--- config.mk ---
export PLATFORM = sky130hd
export DESIGN_NAME = dmem_arbiter
export DESIGN_NICKNAME = d
export VERILOG_FILES = /design/src/rtl/dmem_arbiter.sv
export SDC_FILE = /design/constraint.sdc
export NUM_CORES = 1
export LEC_CHECK = 0
export ABC_AREA = 1
export BUFFER_PORTS_ARGS = -buffer_cell sky130_fd_sc_hd__buf_2
export CAP_MARGIN = 15
export CORE_MARGIN = 2
export CORE_UTILIZATION = 42
export CTS_CLUSTER_SIZE = 10
export DETAILED_ROUTE_END_ITERATION = 12
export GPL_ROUTABILITY_DRIVEN = 0
export GPL_TIMING_DRIVEN = 0
export PLACE_DENSITY = 0.84
export SYNTH_ARGS = -nofsm -noshare
export SYNTH_HDL_FRONTEND = slang
export SYNTH_SLANG_ARGS = --single-unit
--- constraint.sdc ---
create_clock -name clk -period 1.7 [get_ports clk]
set_clock_uncertainty 0.1 [all_clocks]
set_input_delay 0.085 -clock clk [delete_from_list [all_inputs] [get_ports clk]]
set_output_delay 0.085 -clock clk [all_outputs]
set_load 0.1 [all_outputs]
--- src/rtl/dmem_arbiter.sv ---
// Round-robin arbiter sharing the single-ported data memory between two req/ack masters.
// Each access is a fixed IDLE -> ACCESS -> DONE sequence; out-of-range accesses return an error instead of reaching memory.
module dmem_arbiter #(
    parameter int DATA_WIDTH    = 32,
    parameter int ADDRESS_WIDTH = 32,
    parameter int MEM_SIZE      = 1024
) (
    input  logic                     clk,
    input  logic                     rst,
    input  logic                     m0_req,
    input  logic                     m0_we,
    input  logic                     m0_be,
    input  logic [ADDRESS_WIDTH-1:0] m0_addr,
    input  logic [DATA_WIDTH-1:0]    m0_wdata,
    output logic                     m0_ack,
    output logic [DATA_WIDTH-1:0]    m0_rdata,
    output logic                     m0_err,
    input  logic                     m1_req,
    input  logic                     m1_we,
    input  logic                     m1_be,
    input  logic [ADDRESS_WIDTH-1:0] m1_addr,
    input  logic [DATA_WIDTH-1:0]    m1_wdata,
    output logic                     m1_ack,
    output logic [DATA_WIDTH-1:0]    m1_rdata,
    output logic                     m1_err,
    output logic [ADDRESS_WIDTH-1:0] mem_address,
    output logic [DATA_WIDTH-1:0]    mem_write_data,
    output logic                     mem_we,
    output logic                     mem_be,
    input  logic [DATA_WIDTH-1:0]    mem_read_data
);

    localparam logic [1:0] IDLE   = 2'd0;
    localparam logic [1:0] ACCESS = 2'd1;
    localparam logic [1:0] DONE   = 2'd2;

    localparam logic [ADDRESS_WIDTH:0] LIMIT = (ADDRESS_WIDTH + 1)'(MEM_SIZE);

    logic [1:0]               state;
    logic                     last_grant;
    logic                     sel_port;
    logic                     sel_we;
    logic                     sel_err;

    logic                     grant;
    logic                     gnt_we;
    logic                     gnt_be;
    logic                     gnt_oor;
    logic [ADDRESS_WIDTH-1:0] gnt_addr;
    logic [DATA_WIDTH-1:0]    gnt_wdata;

    // On a tie the port that did not win last time is served; a lone request wins outright.
    always_comb begin
        grant     = (m0_req && m1_req) ? ~last_grant : m1_req;
        gnt_we    = grant ? m1_we    : m0_we;
        gnt_be    = grant ? m1_be    : m0_be;
        gnt_addr  = grant ? m1_addr  : m0_addr;
        gnt_wdata = grant ? m1_wdata : m0_wdata;
        gnt_oor   = ({1'b0, gnt_addr} >= LIMIT);
    end

    always_ff @(posedge clk or negedge rst) begin
        if (!rst) begin
            state          <= IDLE;
            last_grant     <= 1'b1;
            sel_port       <= 1'b0;
            sel_we         <= 1'b0;
            sel_err        <= 1'b0;
            m0_ack         <= 1'b0;
            m0_err         <= 1'b0;
            m0_rdata       <= '0;
            m1_ack         <= 1'b0;
            m1_err         <= 1'b0;
            m1_rdata       <= '0;
            mem_address    <= '0;
            mem_write_data <= '0;
            mem_we         <= 1'b0;
            mem_be         <= 1'b0;
        end else begin
            case (state)
                IDLE: begin
                    if (m0_req || m1_req) begin
                        sel_port       <= grant;
                        sel_we         <= gnt_we;
                        sel_err        <= gnt_oor;
                        mem_address    <= gnt_addr;
                        mem_write_data <= gnt_wdata;
                        mem_be         <= gnt_be;
                        mem_we         <= gnt_we && !gnt_oor;
                        state          <= ACCESS;
                    end
                end
                ACCESS: begin
                    mem_we     <= 1'b0;
                    last_grant <= sel_port;
                    if (sel_port) begin
                        m1_ack <= 1'b1;
                        m1_err <= sel_err;
                        if (sel_err)     m1_rdata <= '0;
                        else if (!sel_we) m1_rdata <= mem_read_data;
                    end else begin
                        m0_ack <= 1'b1;
                        m0_err <= sel_err;
                        if (sel_err)     m0_rdata <= '0;
                        else if (!sel_we) m0_rdata <= mem_read_data;
                    end
                    state <= DONE;
                end
                DONE: begin
                    m0_ack <= 1'b0;
                    m0_err <= 1'b0;
                    m1_ack <= 1'b0;
                    m1_err <= 1'b0;
                    state  <= IDLE;
                end
                default: state <= IDLE;
            endcase
        end
    end

endmodule

==> qor.yml, run 1 <==
critical_path:
  r2r_start: "last_grant"
  cp_top_family: "simple AND/OR/NAND/NOR gates"
  cp_slowest_cell: "dfstp_2"
  cpPeakStageDelay_ns: 0.56
  path_buf_inv: 1
  crit_path_max_fanout: 8
  crit_type: "reg2reg"
  ff2ff_path_depth: 12
  path_common_cell: "nand2_1"
  regToRegSetupSlack_ns: -0.20
  cp_cell_sequence: "nand2_4, nand2_8, buf_12, nand2_2, nand2_1, nand2_1, nor2_1, nand2_1, nor2_2, nand2_1, nand2_1, nand2_1"
  arrival_ns: 2.12
  worstPathRequired_ns: 1.92
  crit_path_end_kind: "register"
  crit_cells: 12
  worstSetupStartpoint: "last_grant"
  critPathLaunchType: "register"
  reg2reg_to: "sel_err"
grt:
  grtUsageMet1_pct: 37.09
  grt_max_degree: 73
  grt_pass1_vias: 7814
  grt_use_total_pct: 33.31
  grt_pass1_wl_um: 41320
  busiest_layer: "met2"
  overflow: 0
  met2_usage_pct: 57.66
  grt_use_met3_pct: 8.098
  antenna_found_initial: 2
finish:
  syn2layout_area_growth_pct: 77.01
  final_cell_mix: "303 x buf_2, 160 x dlygate4sd3_1, 138 x dfrtp_1"
  drive_gt1_share_pct: 43.65
  multi_input_comb_area_um2: 2765
  nNetsFinal: 1337
  layout_commonest_cell: "buf_2"
  final-seq-area_um2: 3506
  fill_cells: 807
  final_util_pct: 76.47
die:
  die_w_um: 126.5
  die_area_um2: 16000
  die_h_um: 126.5
  rows: 44
  coreArea_um2: 14590
  initial_core_util_pct: 43.20
  ios: 302
sta:
  max_freq_mhz: 526.5
  grt_setup_unrepaired: "true"
  period_share_pct: 111.7
  setup_viol: 56
  worstMarginPinSlew_ns: 0.6483
  finalHoldViolCount: 0
  worst_slack_ns: -0.1994
  slew_headroom_pct: 56.78
  min_period_ns: 1.899
  drv_slew: 0
yosys:
  syn-mean-instance-area_um2: 9.578
  synth_warnings: 0
  synth_area_leaders: "dfrtp_1 55%, nand2_1 8.0%, mux2_2 6.1%"
  syn_area_um2: 6302
  synth_top_area_cell: "dfrtp_1"
  syn-num-nets: 826
  synth_cell_types: 27
  syn_inst: 658
  synth_seq_cells: 140
  netlist.area_leader.share_pct: 55.19
  yosysSeqAreaShare_pct: 55.61
min_path:
  holdCritPathClass: "in2reg"
  hold_start: "mem_read_data[0]"
  holdPathEnd: "m1_rdata[0]"
  holdPathStages: 4
cts:
  cts_num_sinks: 140
  htree_levels: 4
  cts-buffers-inserted: 17
  clockBufferDepth: 2
  clock-root-buffer: "clkbuf_16"
  cts_tree: "done"
  clk_latency_ns: 0.42
  clk_pin_slew_worst_paths_ns: 0.06
detailed_routing:
  wire_per_inst_um: 21.95
  drt_pass1_iterations: 6
  num_vias: 7620
  post-route-drc-count: 0
  avgViaCountPerCell: 5.570
  drt.antenna.violating_nets: 0
  drt_iter0_drc: 607
  wl_um: 30030
flow_run:
  drv_cap: 0
status:
  status: "finished, violations left"
  failed_checks: "negative setup slack"
place:
  place_ws_ns: -0.1254
  io_buffer_count: 300
  place.detailed.hpwl_um: 14990
-- cell usage after synthesis --
| master | n |
|---|---|
| dfrtp_1 | 139 |
| nand2_1 | 134 |
| nor2_1 | 99 |
| o21ai_0 | 54 |
| inv_1 | 43 |
| mux2_2 | 34 |
| mux2_1 | 30 |
| a31oi_1 | 24 |
| o21ai_1 | 23 |
| buf_2 | 16 |
| clkbuf_1 | 12 |
| nand3_1 | 12 |
| buf_6 | 8 |
| nand3b_1 | 7 |
| nor2_2 | 5 |
| inv_2 | 4 |
| buf_4 | 2 |
| nand2_2 | 2 |
| nor2_4 | 2 |
| a21oi_1 | 1 |
| buf_8 | 1 |
| dfstp_2 | 1 |
| inv_4 | 1 |
| nand2_4 | 1 |
| nand2_8 | 1 |
| o21ai_4 | 1 |
| o21bai_1 | 1 |
-- cells by family (layout without fill, tap and decap cells) --
family | Yosys count | count (layout) | share of synthesized area [%]
other | 0 | 2 | 0
flip-flops | 140 | 140 | 55.61
AO/OA/AOI/OAI | 104 | 104 | 8.954
multiplexers | 64 | 64 | 11.44
AND/OR/NAND/NOR | 263 | 263 | 17.21
buffers and inverters | 87 | 611 | 6.790
-- worst max-delay path by stage --
stage / end
after floorplan: m0_rdata[0]
after global placement: mem_write_data[30]
after detailed placement: m1_rdata[19]
after CTS: sel_err
after global routing: sel_err
final: sel_err
-- tightest hold or removal path: cells and delay by family --
kind | cells | cell delay (ns)
multiplexers | 1 | 0.17
AND/OR/NAND/NOR | 1 | 0.15
buffers and inverters | 2 | 0.11
-- sequential cells by signal, summed over array words and instances (netlist names) --
signal          cells
last_grant          1
m0_ack              1
m0_err              1
m0_rdata           32
m1_ack              1
m1_err              1
m1_rdata           32
mem_address        32
mem_be              1
mem_we              1
mem_write_data     32
sel_err             1
sel_port            1
sel_we              1
state               2
-- stage by stage --
stage               TNS (ns)  instances  instance area [µm²]  hold slack [ns]
CTS                   -1.204       1349                10570         0.001083
global placement     -204.07       1142                 8034           0.2420
global route          -6.799       1368                11160          0.03845
finish                -2.983       1368                11160          0.02953
detailed placement    -5.432       1143                 8068          0.03650
floorplan                  0        658                 6302          -0.3106
-- metal layers --
metal | vias to the layer above | wire length (µm)
met2 | 662 | 14670
met1 | 3625 | 10250
met4 | 0 | 2139
met5 | - | 0
met3 | 174 | 2971
li1 | 3159 | -
-- area by class of cell --
class	count	area share, %
plain buffers	39	3.185
multi-input cells	431	24.79
diodes	2	0.04486
clock inverters	15	1.357
clock buffers	17	3.813
repair buffers	492	31.64
flip-flops and latches	140	31.43
well taps	184	2.064
inverters	48	1.682
-- repair_timing --
item,4_1_cts,5_1_grt
setup buffers,13,12
hold buffers,160,0
endpoints found under the hold margin,189,0
gates cloned,1,5
pin swaps,8,17
resized for setup,54,134
endpoints found under the setup margin,88,123
Power of run 1 is not shown: default switching activity piles up to over one toggle a cycle in this logic, so the estimate is an artifact.
==> run 2: changes to the inputs <==
CELL_PAD_IN_SITES_DETAIL_PLACEMENT = 1   (was not set)
CELL_PAD_IN_SITES_GLOBAL_PLACEMENT = 1   (was not set)
CORE_UTILIZATION = 30   (was 42)
PLACE_DENSITY = 0.83   (was 0.84)
==> run 2 against run 1 <==
The flow still finishes with violations (negative setup slack). Hold slack worse by 0.00090 ns. Via count decreased by 5.0%. Register-to-register slack improved by 0.05 ns. Die area rose by 39%. Final area up 3.5%. Sequential cell count is the same. Global-route usage down 5.2 points. Fmax increased by 2.7%. Sequential share of layout area fell by 1.1 points. Routed wire length rose by 15%. Critical endpoint unchanged. Largest cell class unchanged.
==> qor.yml, run 2 (same netlist as run 1, synthesis figures left out) <==
place:
  place.detailed.hpwl_um: 17620  # was 14,990 µm
  place_inst: 1234  # was 1,143
  io_buffer_count: 300  # unchanged
critical_path:
  worstPathRequired_ns: 1.91  # was 1.92 ns
  path_common_cell: "nand2_1"  # unchanged
  cp_top_family: "simple AND/OR/NAND/NOR gates"  # unchanged
  crit_path_max_fanout: 5  # was 8
  critPathLaunchType: "register"  # unchanged
  arrival_ns: 2.06  # was 2.12 ns
  r2r_start: "last_grant"  # unchanged
  crit_path_end_kind: "register"  # unchanged
  cp_slowest_cell: "dfstp_2"  # unchanged
  path_buf_inv: 2  # was 1
  crit_type: "reg2reg"  # unchanged
  cp_cell_sequence: "nand2_4, nand2_8, inv_8, buf_8, nand2_2, nand2_1, nor2_2, nand2_2, nor2_4, nand2_1, nand2_1, nand2_1"  # was nand2_4, nand2_8, buf_12, nand2_2, nand2_1, nand2_1, nor2_1, nand2_1, nor2_2, nand2_1, nand2_1, nand2_1
  cpPeakStageDelay_ns: 0.56  # about the same
  worstSetupStartpoint: "last_grant"  # unchanged
finish:
  nNetsFinal: 1333  # was 1,337
  layout_commonest_cell: "buf_2"  # unchanged
  syn2layout_area_growth_pct: 83.13  # was 77.01%
  drive_gt1_share_pct: 47.28  # was 43.65%
  layoutNonFillerInstCount: 1456  # was 1,368
  final_cell_mix: "303 x buf_2, 148 x dlygate4sd3_1, 139 x dfrtp_1"  # was 303 x buf_2, 160 x dlygate4sd3_1, 138 x dfrtp_1
die:
  die_area_um2: 22180  # was 16,000 µm²
  die_w_um: 148.9  # was 126.5 µm
  initial_core_util_pct: 30.27  # was 43.20%
  die_h_um: 148.9  # was 126.5 µm
  coreArea_um2: 20820  # was 14,590 µm²
  rows: 53  # was 44
  ios: 302  # unchanged
sta:
  max_freq_mhz: 540.6  # was 526.5 MHz
  tns_ns: -1.545  # was -2.983 ns
  min_period_ns: 1.850  # was 1.899 ns
  finalHoldViolCount: 0  # unchanged
  whs_ns: 0.02864  # was 0.02953 ns
  grt_setup_unrepaired: "true"  # unchanged
  slew_headroom_pct: 55.16  # was 56.78%
  worstMarginPinSlew_ns: 0.6726  # was 0.6483 ns
  drv_slew: 0  # unchanged
  setup_viol: 29  # was 56
  period_share_pct: 108.8  # was 111.7%
  worst_slack_ns: -0.1496  # was -0.1994 ns
detailed_routing:
  wl_um: 34410  # was 30,030 µm
  dr.max_layer_used: "met4"  # unchanged
  wl_met2_um: 18000  # was 14,670 µm
  drt_pass1_iterations: 4  # was 6
  num_vias: 7240  # was 7,620
  avgViaCountPerCell: 4.973  # was 5.570
  wire_per_inst_um: 23.63  # was 21.95 µm
  drt.antenna.violating_nets: 0  # unchanged
  dr_wl_met3_um: 2294  # was 2971 µm
  post-route-drc-count: 0  # unchanged
  wl_met1_um: 12630  # was 10,250 µm
  drt_iter0_drc: 298  # was 607
cts:
  htree_levels: 4  # unchanged
  cts_tree: "done"  # unchanged
  clockBufferDepth: 2  # unchanged
  clk_pin_slew_worst_paths_ns: 0.07  # was 0.06 ns
  clock-root-buffer: "clkbuf_16"  # unchanged
  clk_latency_ns: 0.41  # was 0.42 ns
  cts_num_sinks: 140  # unchanged
  cts-buffers-inserted: 17  # unchanged
flow_run:
  drv_cap: 0  # unchanged
grt:
  grt_pass1_vias: 8205  # was 7,814
  grt_max_degree: 74  # was 73
  grt_pass1_wl_um: 47220  # was 41,320 µm
  antenna_found_initial: 3  # was 2
  overflow: 0  # unchanged
  grt_use_total_pct: 28.15  # was 33.31%
min_path:
  hold_start: "mem_read_data[11]"  # was mem_read_data[0]
  holdCritPathClass: "in2reg"  # unchanged
status:
  status: "finished, violations left"  # unchanged
  failed_checks: "negative setup slack"  # unchanged
-- run 2: cell count changes in the layout (fill, tap and decap cells not counted), sizes merged --
| cell | delta |
|---|---|
| dlygate4sd3 | -12 |
| bufinv | +1 |
| clkbuf | -6 |
| clkinvlp | -1 |
| buf | +14 |
| diode | +1 |
| clkinv | -1 |
| inv | +1 |
-- run 2: worst paths after layout --
| kind | slack, ns | endpoint | depth (start not counted) |
|---|---|---|---|
| worst max-delay path | -0.15 | sel_err | 12 |
| worst min-delay path | 0.03 | m0_rdata[11] | 4 |
| min in group asynchronous | 0.14 | m0_rdata[26] | 2 |
| max in group asynchronous | 0.53 | mem_write_data[29] | 3 |
| worst max register to register | -0.15 | sel_err | 12 |
| worst min register to register | 0.39 | mem_write_data[31] | 2 |
-- run 2: area by class of cell --
cell class	count	area (µm²)
Clock buffer	17	425.4
Fill cell	2312	9281
Sequential cell	140	3505
Timing Repair Buffer	490	3556
Clock inverter	15	172.7
Antenna cell	3	7.507
Inverter	48	187.7
Buffer	37	424.2
Tap cell	275	344.1
Multi-Input combinational cell	431	2919
-- run 2: repair_timing --
action / CTS / global route
resized for setup: 116 / 168
endpoints found under the hold margin: 170 / 0
setup buffers: 30 / 5
hold buffers: 148 / 0
gates cloned: 4 / 4
endpoints found under the setup margin: 115 / 133
pin swaps: 18 / 26
-- run 2: per-layer routing --
| metal | vias to the layer above | GRT usage, % |
|---|---|---|
| li1 | 3159 | - |
| met1 | 3584 | 31.42 |
| met2 | 397 | 50.69 |
| met3 | 100 | 7.003 |
| met4 | 0 | 12.38 |
| met5 | - | 0 |
-- run 2: stage by stage --
| stage | setup slack [ns] | utilization [%] | instance area (µm²) |
|---|---|---|---|
| detailed placement | -0.2219 | 39.29 | 8182 |
| floorplan | 0.1428 | - | 6302 |
| finish | -0.1496 | 55.43 | 11540 |
| global route | -0.2166 | 55.43 | 11540 |
| CTS | -0.1516 | 52.48 | 10930 |
| global placement | -1.644 | 39.13 | 8148 |
-- run 2: worst min-delay path, delay by kind of cell --
| kind | cells | cell delay [ns] |
|---|---|---|
| multiplexers | 1 | 0.17 |
| buffers and inverters | 2 | 0.12 |
| AND/OR/NAND/NOR | 1 | 0.13 |
Power of run 2 is left out for the same reason.
==> run 3: changes to the inputs <==
==> constraint.sdc (replaced) <==
create_clock -name clk -period 1.7 [get_ports clk]
set_clock_uncertainty 0.1 [all_clocks]
set_input_delay 0.17 -clock clk [delete_from_list [all_inputs] [get_ports clk]]
set_output_delay 0.17 -clock clk [all_outputs]
set_load 0.1 [all_outputs]
==> run 3 against run 2 <==
The run still ends with negative setup slack left. Final area fell by 4.0%. Cell count fell by 2.3%. First-iteration DRC count rose by 4.4%. Critical endpoint unchanged. Highest routed layer unchanged.
==> qor.yml, run 3 (same netlist as run 1, synthesis figures left out) <==
grt:
  grt_pass1_vias: 7919  # was 8,205
  antenna_found_initial: 3  # unchanged
  grt_pass1_wl_um: 44310  # was 47,220 µm
  grt_max_degree: 74  # unchanged
  overflow: 0  # unchanged
  grt_use_total_pct: 26.21  # was 28.15%
finish:
  nNetsFinal: 1298  # was 1,333
  final_cell_mix: "303 x buf_2, 139 x dfrtp_1, 116 x dlygate4sd3_1"  # was 303 x buf_2, 148 x dlygate4sd3_1, 139 x dfrtp_1
  final-seq-area_um2: 3505  # unchanged
  fill_cells: 2301  # was 2,312
  layout_commonest_cell: "buf_2"  # unchanged
  drive_gt1_share_pct: 48.47  # was 47.28%
  multi_input_comb_area_um2: 2908  # was 2919 µm²
  final_util_pct: 53.21  # was 55.43%
  layoutNonFillerInstCount: 1422  # was 1,456
  fin_area_um2: 11080  # was 11,540 µm²
  syn2layout_area_growth_pct: 75.80  # was 83.13%
critical_path:
  crit_type: "reg2reg"  # unchanged
  ff2ff_path_depth: 11  # was 12
  crit_path_max_fanout: 10  # was 5
  critPathLaunchType: "register"  # unchanged
  crit_path_end_kind: "register"  # unchanged
  arrival_ns: 2.02  # was 2.06 ns
  r2r_start: "last_grant"  # unchanged
  worstPathRequired_ns: 1.90  # was 1.91 ns
  regToRegSetupSlack_ns: -0.12  # was -0.15 ns
  reg2reg_to: "sel_err"  # unchanged
sta:
  worst_slack_ns: -0.1213  # was -0.1496 ns
  tns_ns: -1.351  # was -1.545 ns
  grt_setup_unrepaired: "true"  # unchanged
  max_freq_mhz: 549.1  # was 540.6 MHz
  period_share_pct: 107.1  # was 108.8%
  drv_slew: 0  # unchanged
  setup_viol: 30  # was 29
  finalHoldViolCount: 0  # unchanged
  worstMarginPinSlew_ns: 0.6708  # was 0.6726 ns
  min_period_ns: 1.821  # was 1.850 ns
  slew_headroom_pct: 55.28  # was 55.16%
place:
  place.detailed.hpwl_um: 17620  # unchanged
  place_inst: 1234  # unchanged
  dpl-instance-area_um2: 8182  # unchanged
  io_buffer_count: 300  # unchanged
detailed_routing:
  num_vias: 7164  # was 7,240
  avgViaCountPerCell: 5.038  # was 4.973
  drt_pass1_iterations: 5  # was 4
  drt.antenna.violating_nets: 0  # unchanged
  wl_um: 32840  # was 34,410 µm
  wire_per_inst_um: 23.09  # was 23.63 µm
  post-route-drc-count: 0  # unchanged
  drt_iter0_drc: 311  # was 298
cts:
  clock-root-buffer: "clkbuf_16"  # unchanged
  clk_pin_slew_worst_paths_ns: 0.06  # was 0.07 ns
  cts_num_sinks: 140  # unchanged
  clockBufferDepth: 2  # unchanged
  clk_latency_ns: 0.42  # was 0.41 ns
  htree_levels: 4  # unchanged
  cts-buffers-inserted: 17  # unchanged
  cts_tree: "done"  # unchanged
die:
  ios: 302  # unchanged
  die_w_um: 148.9  # unchanged
  initial_core_util_pct: 30.27  # unchanged
  die_area_um2: 22180  # unchanged
  die_h_um: 148.9  # unchanged
  coreArea_um2: 20820  # unchanged
  rows: 53  # unchanged
min_path:
  holdPathEnd: "mem_address[26]"  # was m0_rdata[11]
  hold_start: "m0_addr[26]"  # was mem_read_data[11]
  holdPathStages: 5  # was 4
  holdCritPathClass: "in2reg"  # unchanged
status:
  status: "finished, violations left"  # unchanged
  failed_checks: "negative setup slack"  # unchanged
flow_run:
  drv_cap: 0  # unchanged
run 3: cell count changes in the layout (fill, tap and decap cells not counted), moves of 3 or more:
cell | previous run | this run
buf_8 | 5 | 10
buf_12 | 17 | 8
o21ai_4 | 8 | 4
o21ai_1 | 31 | 34
dlygate4sd3_1 | 148 | 116
run 3: worst max-delay path by stage:
stage | cells past startpoint | from | end
2_1_floorplan | 7 | state[1] | m0_rdata[0]
3_3_place_gp | 1 | rst | mem_address[22]
3_5_place_dp | 7 | state[1] | mem_address[1]
4_1_cts | 12 | last_grant | sel_err
5_1_grt | 12 | last_grant | sel_err
6_report | 11 | last_grant | sel_err
run 3: routing by layer:
| layer | global-route usage [%] | share of wire [%] | vias up |
|---|---|---|---|
| met3 | 6.636 | 7.3 | 83 |
| met4 | 10.86 | 4.1 | 0 |
| met2 | 46.57 | 51 | 424 |
| met1 | 29.99 | 37 | 3575 |
| li1 | - | - | 3082 |
| met5 | 0 | 0 | - |
run 3: repair_timing:
item                                    4_1_cts  5_1_grt
buffers inserted                             30        4
resized for setup                           116      149
gates cloned                                  4        2
endpoints found under the hold margin       125        0
endpoints found under the setup margin      115      132
hold buffers                                116        0
pin swaps                                    18       23
run 3: through the flow:
step | setup WS [ns] | hold WS [ns]
3_5_place_dp | -0.2219 | 0.1155
6_report | -0.1213 | 0.02477
4_1_cts | -0.1516 | 0.003964
2_1_floorplan | 0.1428 | -0.2256
5_1_grt | -0.2153 | 0.04982
3_3_place_gp | -1.729 | 0.3263
run 3: worst max-delay path: stages (launching register included):
cell and delay [ns]:
dfstp_2 0.38, nand2_4 0.11, nand2_8 0.09, buf_4 0.21, nand2_1 0.16, nand2_1 0.09
nor2_2 0.15, nand3_2 0.10, nor2_4 0.13, nand2_1 0.06, nand2_1 0.07, nand2_1 0.05
run 3: area by class of cell:
class	instances	share of cell area [%]
antenna	4	0.09034
buffer	37	3.343
clock buffer	17	3.840
clock inverter	15	1.558
inverter	48	1.694
multi-input combinational	431	26.25
sequential	140	31.63
tap	275	3.106
timing repair buffer	455	28.49
Power of run 3 is left out for the same reason.
